### src/rtl/tmr_voter_top.sv
// Registered triple-modular-redundancy voter: bitwise 2-of-3 majority of three
// replica words, per-replica disagreement flags and saturating fault counters.
module tmr_voter_top #(
    parameter int unsigned WIDTH = 4,
    parameter int unsigned CNT_W = 8
) (
    input  logic             clk,
    input  logic             rst_n,
    input  logic             in_valid,
    input  logic [WIDTH-1:0] data_1,
    input  logic [WIDTH-1:0] data_2,
    input  logic [WIDTH-1:0] data_3,
    input  logic             cnt_clr,
    output logic [WIDTH-1:0] tmr_out,
    output logic             out_valid,
    output logic [2:0]       err_vec,
    output logic             no_word_majority,
    output logic [CNT_W-1:0] err_cnt_1,
    output logic [CNT_W-1:0] err_cnt_2,
    output logic [CNT_W-1:0] err_cnt_3
);

    localparam logic [CNT_W-1:0] CNT_MAX = '1;
    localparam logic [CNT_W-1:0] CNT_ONE = CNT_W'(1);

    logic [WIDTH-1:0] vote_c;
    logic [2:0]       mismatch_c;
    logic             no_majority_c;

    // Bitwise majority and whole-word comparisons, all combinational.
    always_comb begin
        vote_c        = (data_1 & data_2) | (data_1 & data_3) | (data_2 & data_3);
        mismatch_c[0] = (data_1 != vote_c);
        mismatch_c[1] = (data_2 != vote_c);
        mismatch_c[2] = (data_3 != vote_c);
        no_majority_c = (data_1 != data_2) && (data_1 != data_3) && (data_2 != data_3);
    end

    // Voted word and status: captured on valid input, held otherwise.
    always_ff @(posedge clk or negedge rst_n) begin
        if (!rst_n) begin
            tmr_out          <= '0;
            out_valid        <= 1'b0;
            err_vec          <= '0;
            no_word_majority <= 1'b0;
        end else begin
            out_valid <= in_valid;
            if (in_valid) begin
                tmr_out          <= vote_c;
                err_vec          <= mismatch_c;
                no_word_majority <= no_majority_c;
            end
        end
    end

    logic [CNT_W-1:0] cnt_next_1;
    logic [CNT_W-1:0] cnt_next_2;
    logic [CNT_W-1:0] cnt_next_3;

    // Saturating counter updates; clear wins over a simultaneous fault.
    always_comb begin
        cnt_next_1 = err_cnt_1;
        cnt_next_2 = err_cnt_2;
        cnt_next_3 = err_cnt_3;
        if (cnt_clr) begin
            cnt_next_1 = '0;
            cnt_next_2 = '0;
            cnt_next_3 = '0;
        end else if (in_valid) begin
            if (mismatch_c[0] && (err_cnt_1 != CNT_MAX)) begin
                cnt_next_1 = err_cnt_1 + CNT_ONE;
            end
            if (mismatch_c[1] && (err_cnt_2 != CNT_MAX)) begin
                cnt_next_2 = err_cnt_2 + CNT_ONE;
            end
            if (mismatch_c[2] && (err_cnt_3 != CNT_MAX)) begin
                cnt_next_3 = err_cnt_3 + CNT_ONE;
            end
        end
    end

    always_ff @(posedge clk or negedge rst_n) begin
        if (!rst_n) begin
            err_cnt_1 <= '0;
            err_cnt_2 <= '0;
            err_cnt_3 <= '0;
        end else begin
            err_cnt_1 <= cnt_next_1;
            err_cnt_2 <= cnt_next_2;
            err_cnt_3 <= cnt_next_3;
        end
    end

endmodule

### config.mk
export PLATFORM = sky130hd
export DESIGN_NAME = tmr_voter_top
export DESIGN_NICKNAME = d
export VERILOG_FILES = /design/src/rtl/tmr_voter_top.sv
export SDC_FILE = /design/constraint.sdc
export NUM_CORES = 1
export LEC_CHECK = 0
export CELL_PAD_IN_SITES_DETAIL_PLACEMENT = 1
export CELL_PAD_IN_SITES_GLOBAL_PLACEMENT = 2
export CORE_UTILIZATION = 27
export CTS_CLUSTER_DIAMETER = 50
export CTS_CLUSTER_SIZE = 8
export DETAILED_ROUTE_END_ITERATION = 12
export PLACE_DENSITY = 0.76
export SYNTH_ARGS = -nofsm -noshare
export SYNTH_HDL_FRONTEND = slang
export SYNTH_SLANG_ARGS = --single-unit
### constraint.sdc
create_clock -name clk -period 1.81 [get_ports clk]
set_clock_uncertainty 0.1 [all_clocks]
set_input_delay 0.362 -clock clk [delete_from_list [all_inputs] [get_ports clk]]
set_output_delay 0.362 -clock clk [all_outputs]
set_load 0.005 [all_outputs]
; Word-level counts from Yosys, hierarchy flattened
; Cells that the tools add are included.
[word_totals]
word_cells = 45
output_inout_bits = 33
register_bits = 33
[op_classes]
reduce_logical = 12
muxes = 9
addsub = 3
n_eq_ne = 9
bitwise_logic = 5
[op_table]
columns = cell, count
row1 = 8-bit two-way mux, 9
row2 = "8-bit by 1-bit adder with 8-bit output, second input constant", 3
row3 = 4-bit inequality test, 6
row4 = "8-bit inequality test, second input constant", 3
row5 = 4-bit bitwise AND, 3
row6 = 4-bit OR, 2
row7 = 2-bit nonzero test, 4
row8 = 2-bit AND reduction, 3
row9 = 1-bit logical AND, 5

; Longest topological paths before layout
; Gate-level depths: netlist (run 1).
[logic_depth]
ltp_word = 8
mapped_depth = 7
depth_no_buf = 6

; Least setup slack after synthesis (run 1)
; OpenSTA, ideal clock, no wires.
[synth_timing]
path_type = input port to flip-flop
from = in data_1[3]
to = reg err_cnt_3[5]
slack_ps = -319
path_buffers = 0
t_required_ps = 1585
stages = 6
setup_time_ps = 125
t_arrival_ps = 1903
path_cell_list = ha_1 -> o31a_1 -> o22ai_2 -> o211ai_2 -> or3_1 -> mux2_4
[synth_between]
elab_chain_len = 7
elab_cells_between_ends = 8
classes_between = eq/ne: 1 / bitwise: 4 / reduce/logical: 3
[synth_lines]
columns = element, line_no
row1 = start: declaration, 10  ; input logic [WIDTH-1:0] data_1,
row2 = 4-bit bitwise AND, 32  ; vote_c = (data_1 & data_2) | (data_1 & data_3) | (data_2 & data_3);
row3 = 4-bit OR * (2 in series), 32
row4 = 4-bit inequality test *, 35  ; mismatch_c[2] = (data_3 != vote_c);
row5 = 1-bit logical AND *, 76  ; if (mismatch_c[2] && (err_cnt_3 != CNT_MAX)) begin
row6 = 2-bit nonzero test (no line) *, -
row7 = 2-bit AND reduction (no line) *, -
row8 = end signal: assignment, 90  ; err_cnt_3 <= cnt_next_3;
row9 = end: declaration, 20  ; output logic [CNT_W-1:0] err_cnt_3
; Every way passes the cells marked *; elsewhere a longest branch is shown, timed or not.
; A chain may end at the register's enable or synchronous reset.

; Final worst setup path (run 1)
[layout_timing]
from = in data_3[1]
to = reg err_cnt_2[0]
[layout_between]
elab_chain_len = 7
elab_cells_between_ends = 8
classes_between = eq/ne: 1 / bitwise: 4 / reduce/logical: 3
[layout_lines]
columns = element, line_no
row1 = start: declaration, 12  ; input logic [WIDTH-1:0] data_3,
row2 = 4-bit bitwise AND, 32
row3 = 4-bit OR, 32
row4 = 4-bit OR *, 32
row5 = 4-bit inequality test *, 34  ; mismatch_c[1] = (data_2 != vote_c);
row6 = 1-bit logical AND *, 73  ; if (mismatch_c[1] && (err_cnt_2 != CNT_MAX)) begin
row7 = 2-bit nonzero test (no line) *, -
row8 = 2-bit AND reduction (no line) *, -
row9 = end signal: assignment, 89  ; err_cnt_2 <= cnt_next_2;
row10 = end: declaration, 19  ; output logic [CNT_W-1:0] err_cnt_2,
; Marked as above.

==> impl_metrics.csv, run 1 <==
group,metric,value,unit
routing,initialDrtViolationCount,56,
sta,max-slew-margin-rel,0.770,
placement,place.gp.congestion,0.823,
clocking,cts.root.buffer_cell,"clkbuf_8",
routing,post-route-drc-count,0,
final_layout,n_antenna_cell,0,
pwr,ir_drop,0.306,mV
setup_path,worst_setup_path_start_kind,"primary input",
global_route,grt_antenna_before_repair,0,
routing,num_vias,2115,
logic_synthesis,netlist_area,2080,sq um
setup_path,worstPathArrival,2.04,ns
setup_path,slowest_stage,"mux2_4",
floorplanning,placementRows,31,
logic_synthesis,synth_nets,243,
sta,setup_viol,21,
setup_path,worst-setup-path-type,"in -> reg",
logic_synthesis,async_flop_share,1.00,
logic_synthesis,ys_top_cells_by_count,"33 x dfrtp_1, 23 x nor2_1, 15 x ha_1, 12 x a21oi_1, 10 x nand3_1",
setup_path,timing.critical_path.from,"data_3[1]",
logic_synthesis,synth_cell_types,46,
global_route,grt-ovfl-total,0,
clocking,count_of_hold_buffers_inserted_by_post_cts_repair,0,
floorplanning,design.die.area,8050,sq um
final_layout,layout-area-overhead-vs-synth,78.3,%
setup_path,timing.critical_path.max_delay_family,"simple AND/OR/NAND/NOR gates",
setup_path,worstPathCellList,"buf_8, ha_4, buf_6, nor3_4, buf_4, xor2_1, nand4_1, and3_4, mux2_4",
setup_path,critical_path.endpoint,"err_cnt_2[0]",
clocking,tritoncts,"built",
floorplanning,dieHeight,89.7,um
logic_synthesis,synth_area_per_cell,9.80,sq um
sta,timing.final.max_slew_violations,0,
final_layout,finalInstanceArea,3700,sq um
floorplanning,floorplan.die.width,89.7,um
placement,placed_cell_area,3140,sq um
run,timing.max_cap.violations,0,
clocking,htree_num_levels,2,
sta,max_slew.worst_pin.slew,0.342,ns
routing,routed_via_density,4.99,
sta,final_hold_slack,0.350,ns
routing,postRouteAntennaNets,0,
logic_synthesis,warnings_synthesis,0,
sta,fin_crit_sh,1.09,
final_layout,nNetsFinal,356,
setup_path,crit-reg2reg-capture,"err_cnt_3[5]",
run_status,failed_checks,"negative setup slack",
setup_path,worst-endpoint-required,1.88,ns
pwr,total_leakage_power,1.53,nW
logic_synthesis,synth_edf_count,0,
final_layout,finalNonFillerCells,424,
routing,number_of_iterations_in_the_first_detailed_routing_pass,4,
setup_path,setup.reg_to_reg.worst_slack,-0.08,ns
logic_synthesis,synth_top_cell_by_area,"dfrtp_1",
placement,numPortBuffers,48,
sta,layout_setup_ws,-0.166,ns
logic_synthesis,postSynth.topFlopCell,"dfrtp_1",
clocking,clk_transition_reported_paths,0.07,ns
run_status,run_status,"finished, violations left",
setup_path,worst-path-stages,9,
global_route,grt_pass1_wl,11.3,mm
setup_path,crit_end_category,"flop",
logic_synthesis,synth_seq_cells,33,
floorplanning,placeableCoreArea,7330,sq um
setup_path,path_max_fanout,4,
setup_path,worstPathBufferInverterCount,3,
setup_path,worstReg2RegStart,"err_cnt_3[0]",
worst_hold_path,class_of_the_tightest_hold_or_removal_check,"in -> async",
placement,place.detailed.instances,401,
setup_path,rr_worst_depth,6,
setup_path,critPathMaxStageDelay,0.29,ns
pwr,power_density,530,nW/um^2
logic_synthesis,synth.area.top_cells,"dfrtp_1 40%, ha_1 9.0%, nor2_1 4.2%, xor2_1 3.4%, a21oi_1 2.9%",
final_layout,final_util,0.505,
logic_synthesis,post-synth-top-count-cell,"dfrtp_1",
sta,clock.fmax,506,MHz
placement,place.detailed.hpwl,4.65,mm
clocking,insertion_delay,0.28,ns
clocking,clock-sinks,33,
logic_synthesis,synthDominantCellAreaShare,0.397,
routing,detail_route.wirelength,6.82,mm
floorplanning,count_of_pins_on_the_block_boundary,49,
clocking,max-clock-path-buffers,2,
logic_synthesis,synth.yosys.seq_area_share,0.397,
global_route,global_route.usage.total,0.173,
routing,wire_per_inst,16.1,um
global_route,grt_max_degree,37,
clocking,numCtsBuffers,5,
pwr,finalPower,1.96,mW
logic_synthesis,netlist_instances,212,
sta,timing_hold_violations_final,0,
sta,grt_setup_unrepaired,"true",
floorplanning,initial_core_util,0.283,
global_route,grt_pass1_vias,2335,
sta,period_needed,1.98,ns
final_layout,post_route_cells_drive_above_1_share,0.431,
-- cell families after synthesis --
logic type | share of synthesized area
AOI/OAI and AO/OA | 0.157
muxes | 0.0458
xor gates and xnor gates | 0.0379
DFF | 0.397
and+or+nand+nor | 0.242
buffers and inverters | 0.0301
adders and majority gates | 0.0903
-- where the power goes --
part	internal [mW]	switching [mW]	total, mW
Sequential	0.771	0.0228	0.794
Combinational	0.340	0.258	0.598
Clock	0.302	0.269	0.571
Total	1.41	0.549	1.96
-- worst register-to-register path: cells and delay by family, from the launching register on --
kind                     cells  cell delay [ns]
AO/OA/AOI/OAI                1             0.12
multiplexers                 1             0.30
flip-flops                   1             0.38
AND/OR/NAND/NOR              3             0.66
adder cells (fa/ha/maj)      1             0.22
-- cells in the final DEF (no fill, tap or decap), types with 7 or more instances in the layout --
| master | Yosys | layout |
|---|---|---|
| nand3_1 | 10 | 8 |
| nor2_1 | 23 | 23 |
| buf_8 | 0 | 7 |
| buf_6 | 1 | 16 |
| buf_4 | 0 | 49 |
| dfrtp_1 | 33 | 33 |
| clkdlybuf4s50_1 | 0 | 36 |
| nand2_1 | 8 | 8 |
| ha_4 | 0 | 12 |
-- timing repair --
action / CTS / global route
cloned: 0 / 0
endpoints found under the setup margin: 27 / 26
buffers inserted: 11 / 5
pin swaps: 34 / 25
gates resized for setup: 104 / 33
-- metrics by stage --
stage	setup WS, ns	TNS [ns]
after floorplan	-0.239	-0.778
after CTS	-0.121	-0.912
after detailed placement	-0.930	-21.05
final	-0.166	-1.53
after global placement	-0.904	-19.93
after global routing	-0.225	-2.97
-- flip-flops by register name, summed over array words and instances, names as in the netlist --
name,cells
out_valid,1
err_cnt_3,8
err_vec,3
err_cnt_2,8
no_word_majority,1
tmr_out,4
err_cnt_1,8
-- layout make-up --
class	count	area [sq um]
fill	784	3630
timing repair buffer	114	1090
multi-input combinational	165	1560
tap	99	124
inverter	6	22.5
sequential	33	826
clock buffer	7	86.3
-- worst min path at each step --
| stage | startpoint | to | slack, ns | cells after the start |
|---|---|---|---|---|
| final | rst_n | err_cnt_2[5] | 0.35 | 2 |
| after global routing | rst_n | err_cnt_2[5] | 0.37 | 2 |
| after CTS | rst_n | err_cnt_2[5] | 0.36 | 2 |
| after detailed placement | no_word_majority | no_word_majority | 0.39 | 2 |
| after global placement | no_word_majority | no_word_majority | 0.38 | 2 |
| after floorplan | rst_n | err_cnt_1[0] | -0.03 | 0 |
-- metal layers --
layer	share of wire	global-route usage	wire, um
met3	0.029	0.0262	197
met5	0	0	0
met4	0.016	0.0560	110
met1	0.44	0.217	2970
met2	0.52	0.301	3540
Note: power is estimated with default switching activity, not from simulation.
==> inputs of run 2 (changes only) <==
--- a/config.mk
+++ b/config.mk
@@ -11,7 +11,7 @@
 export CTS_CLUSTER_DIAMETER = 50
 export CTS_CLUSTER_SIZE = 8
 export DETAILED_ROUTE_END_ITERATION = 12
-export PLACE_DENSITY = 0.76
+export PLACE_DENSITY = 0.72
 export SYNTH_ARGS = -nofsm -noshare
 export SYNTH_HDL_FRONTEND = slang
 export SYNTH_SLANG_ARGS = --single-unit
==> run 2 against run 1 <==
Compared with the run above: the flow still finishes with violations (negative setup slack); global-route usage down 0.63 points; combinational power down 6.7%; worst hold slack worse by 0.011 ns; routed wire length down 3.9%; register-to-register slack better by 0.09 ns; sequential power about the same; clock power down 6.1%; fmax up 2.3%; clock-buffer cell count up 1; cell count down 0.94%; power down 3.9%.
==> impl_metrics.csv, run 2 (synthesis results as in run 1) <==
group,metric,value,unit
setup_path,path_max_fanout,4,
pwr,comb_power_share,0.296,
pwr,switching_share,0.280,
clocking,tritoncts,"built",
final_layout,finalInstanceArea,3550,sq um
routing,met2RoutedLength,3.44,mm
clocking,insertion_delay,0.28,ns
sta,setup_viol,23,
pwr,total_leakage_power,1.50,nW
sta,timing_hold_violations_final,0,
worst_hold_path,class_of_the_tightest_hold_or_removal_check,"in -> async",
clocking,cts.root.buffer_cell,"clkbuf_8",
final_layout,post_route_cells_drive_above_1_share,0.411,
final_layout,top_regs,"err_cnt_1 (8), err_cnt_2 (8), err_cnt_3 (8)",
sta,grt_setup_unrepaired,"true",
clocking,clk_transition_reported_paths,0.07,ns
global_route,grt_max_degree,37,
routing,initialDrtViolationCount,32,
sta,timing.final.max_slew_violations,0,
final_layout,layout_commonest_cell,"buf_4",
setup_path,worst_setup_path_start_kind,"primary input",
routing,met3_wirelength,166,um
pwr,power_frac_seq,0.420,
pwr,internal_power_of_the_cells,1.36,mW
setup_path,worst-endpoint-required,1.88,ns
floorplanning,design.die.area,8050,sq um
global_route,grt-ovfl-total,0,
global_route,grt_antenna_before_repair,0,
routing,post-route-drc-count,0,
clocking,clock-sinks,33,
clocking,numCtsBuffers,5,
sta,max-slew-margin-rel,0.806,
floorplanning,placementRows,31,
run,timing.max_cap.violations,0,
final_layout,most-common-layout-cells,"51 x buf_4, 34 x clkdlybuf4s50_1, 33 x dfrtp_1",
routing,routed_via_density,4.92,
pwr,power.share.clock,0.284,
placement,place.detailed.hpwl,4.54,mm
final_layout,nNetsFinal,351,
floorplanning,initial_core_util,0.283,
setup_path,crit_end_category,"flop",
floorplanning,floorplan.die.width,89.7,um
routing,number_of_iterations_in_the_first_detailed_routing_pass,4,
placement,placed_cell_area,3110,sq um
routing,wire_per_inst,15.6,um
clocking,htree_num_levels,2,
routing,num_vias,2066,
placement,numPortBuffers,48,
setup_path,worstPathArrival,2.00,ns
sta,period_needed,1.93,ns
floorplanning,dieHeight,89.7,um
pwr,power_density,531,nW/um^2
global_route,global_route.usage.total,0.166,
sta,clock.fmax,518,MHz
setup_path,worst-setup-path-type,"in -> reg",
sta,timing.setup.tns,-1.25,ns
pwr,ir_drop,0.245,mV
sta,fin_crit_sh,1.07,
sta,max_slew.worst_pin.slew,0.289,ns
clocking,max-clock-path-buffers,2,
global_route,grt_pass1_vias,2150,
final_layout,layout-area-overhead-vs-synth,71.0,%
run_status,failed_checks,"negative setup slack",
routing,postRouteAntennaNets,0,
routing,highest-signal-layer,"met4",
routing,detail_route.wirelength,6.55,mm
run_status,run_status,"finished, violations left",
floorplanning,count_of_pins_on_the_block_boundary,49,
global_route,grt_pass1_wl,10.7,mm
pwr,p_switching,529,uW
routing,routedLengthMet1,2.88,mm
placement,place.gp.congestion,0.776,
floorplanning,placeableCoreArea,7330,sq um
final_layout,n_antenna_cell,0,
sta,layout_setup_ws,-0.122,ns
==> run 2: power by group through the flow <==
stage | logic, mW | registers, mW | clock network, mW
final | 0.558 | 0.793 | 0.536
after global routing | 0.609 | 0.798 | 0.590
after CTS | 0.524 | 0.794 | 0.559
after detailed placement | 0.464 | 0.808 | 0
after global placement | 0.453 | 0.806 | 0
after floorplan | 0.183 | 0.812 | 0
==> run 2: worst max-delay path: stages <==
cell and delay (ns):
buf_8 0.11, ha_4 0.16, buf_6 0.11, nor3_4 0.22
buf_6 0.14, xor2_4 0.07, a41oi_4 0.28, and4_1 0.25
mux2_4 0.30
==> run 2: routing by layer <==
| layer | GRT usage | up-vias |
|---|---|---|
| li1 | - | 1003 |
| met1 | 0.202 | 1028 |
| met2 | 0.300 | 30 |
| met3 | 0.0305 | 5 |
| met4 | 0.0451 | 0 |
| met5 | 0 | - |
==> run 2: cell type report <==
cell class | count | area (sq um)
clock buffer | 8 | 80.1
timing repair buffer | 109 | 1000
tap | 99 | 124
inverter | 6 | 22.5
fill | 805 | 3780
sequential | 33 | 826
multi-input combinational | 165 | 1500
==> run 2: metrics by stage <==
step / cells / power, mW / setup slack (ns) / hold slack (ns) / utilization
2_1_floorplan: 212 / 0.995 / -0.239 / -0.0336 / -
3_3_place_gp: 397 / 1.26 / -0.903 / 0.385 / 0.424
3_5_place_dp: 397 / 1.27 / -0.928 / 0.382 / 0.424
4_1_cts: 413 / 1.88 / -0.109 / 0.349 / 0.466
5_1_grt: 420 / 2.00 / -0.180 / 0.352 / 0.485
6_report: 420 / 1.89 / -0.122 / 0.339 / 0.485
==> run 2: path summary, 6_finish.rpt <==
check / start / cells after the start / to / slack (ns)
setup / recovery: data_1[3] / 9 / err_cnt_1[5] / -0.12
hold / removal: rst_n / 2 / err_cnt_2[0] / 0.34
setup reg to reg: err_cnt_3[1] / 6 / err_cnt_3[5] / 0.01
hold reg to reg: no_word_majority / 2 / no_word_majority / 0.38
max in group asynchronous: rst_n / 2 / err_cnt_2[6] / 1.08
min in group clk: no_word_majority / 2 / no_word_majority / 0.38
==> run 2: repair_timing <==
item | CTS | global route
setup endpoints to repair | 27 | 27
setup buffers | 9 | 7
hold endpoints to repair | 0 | 0
pin swaps | 30 | 14
resized for setup | 98 | 17
hold buffers | 0 | 0
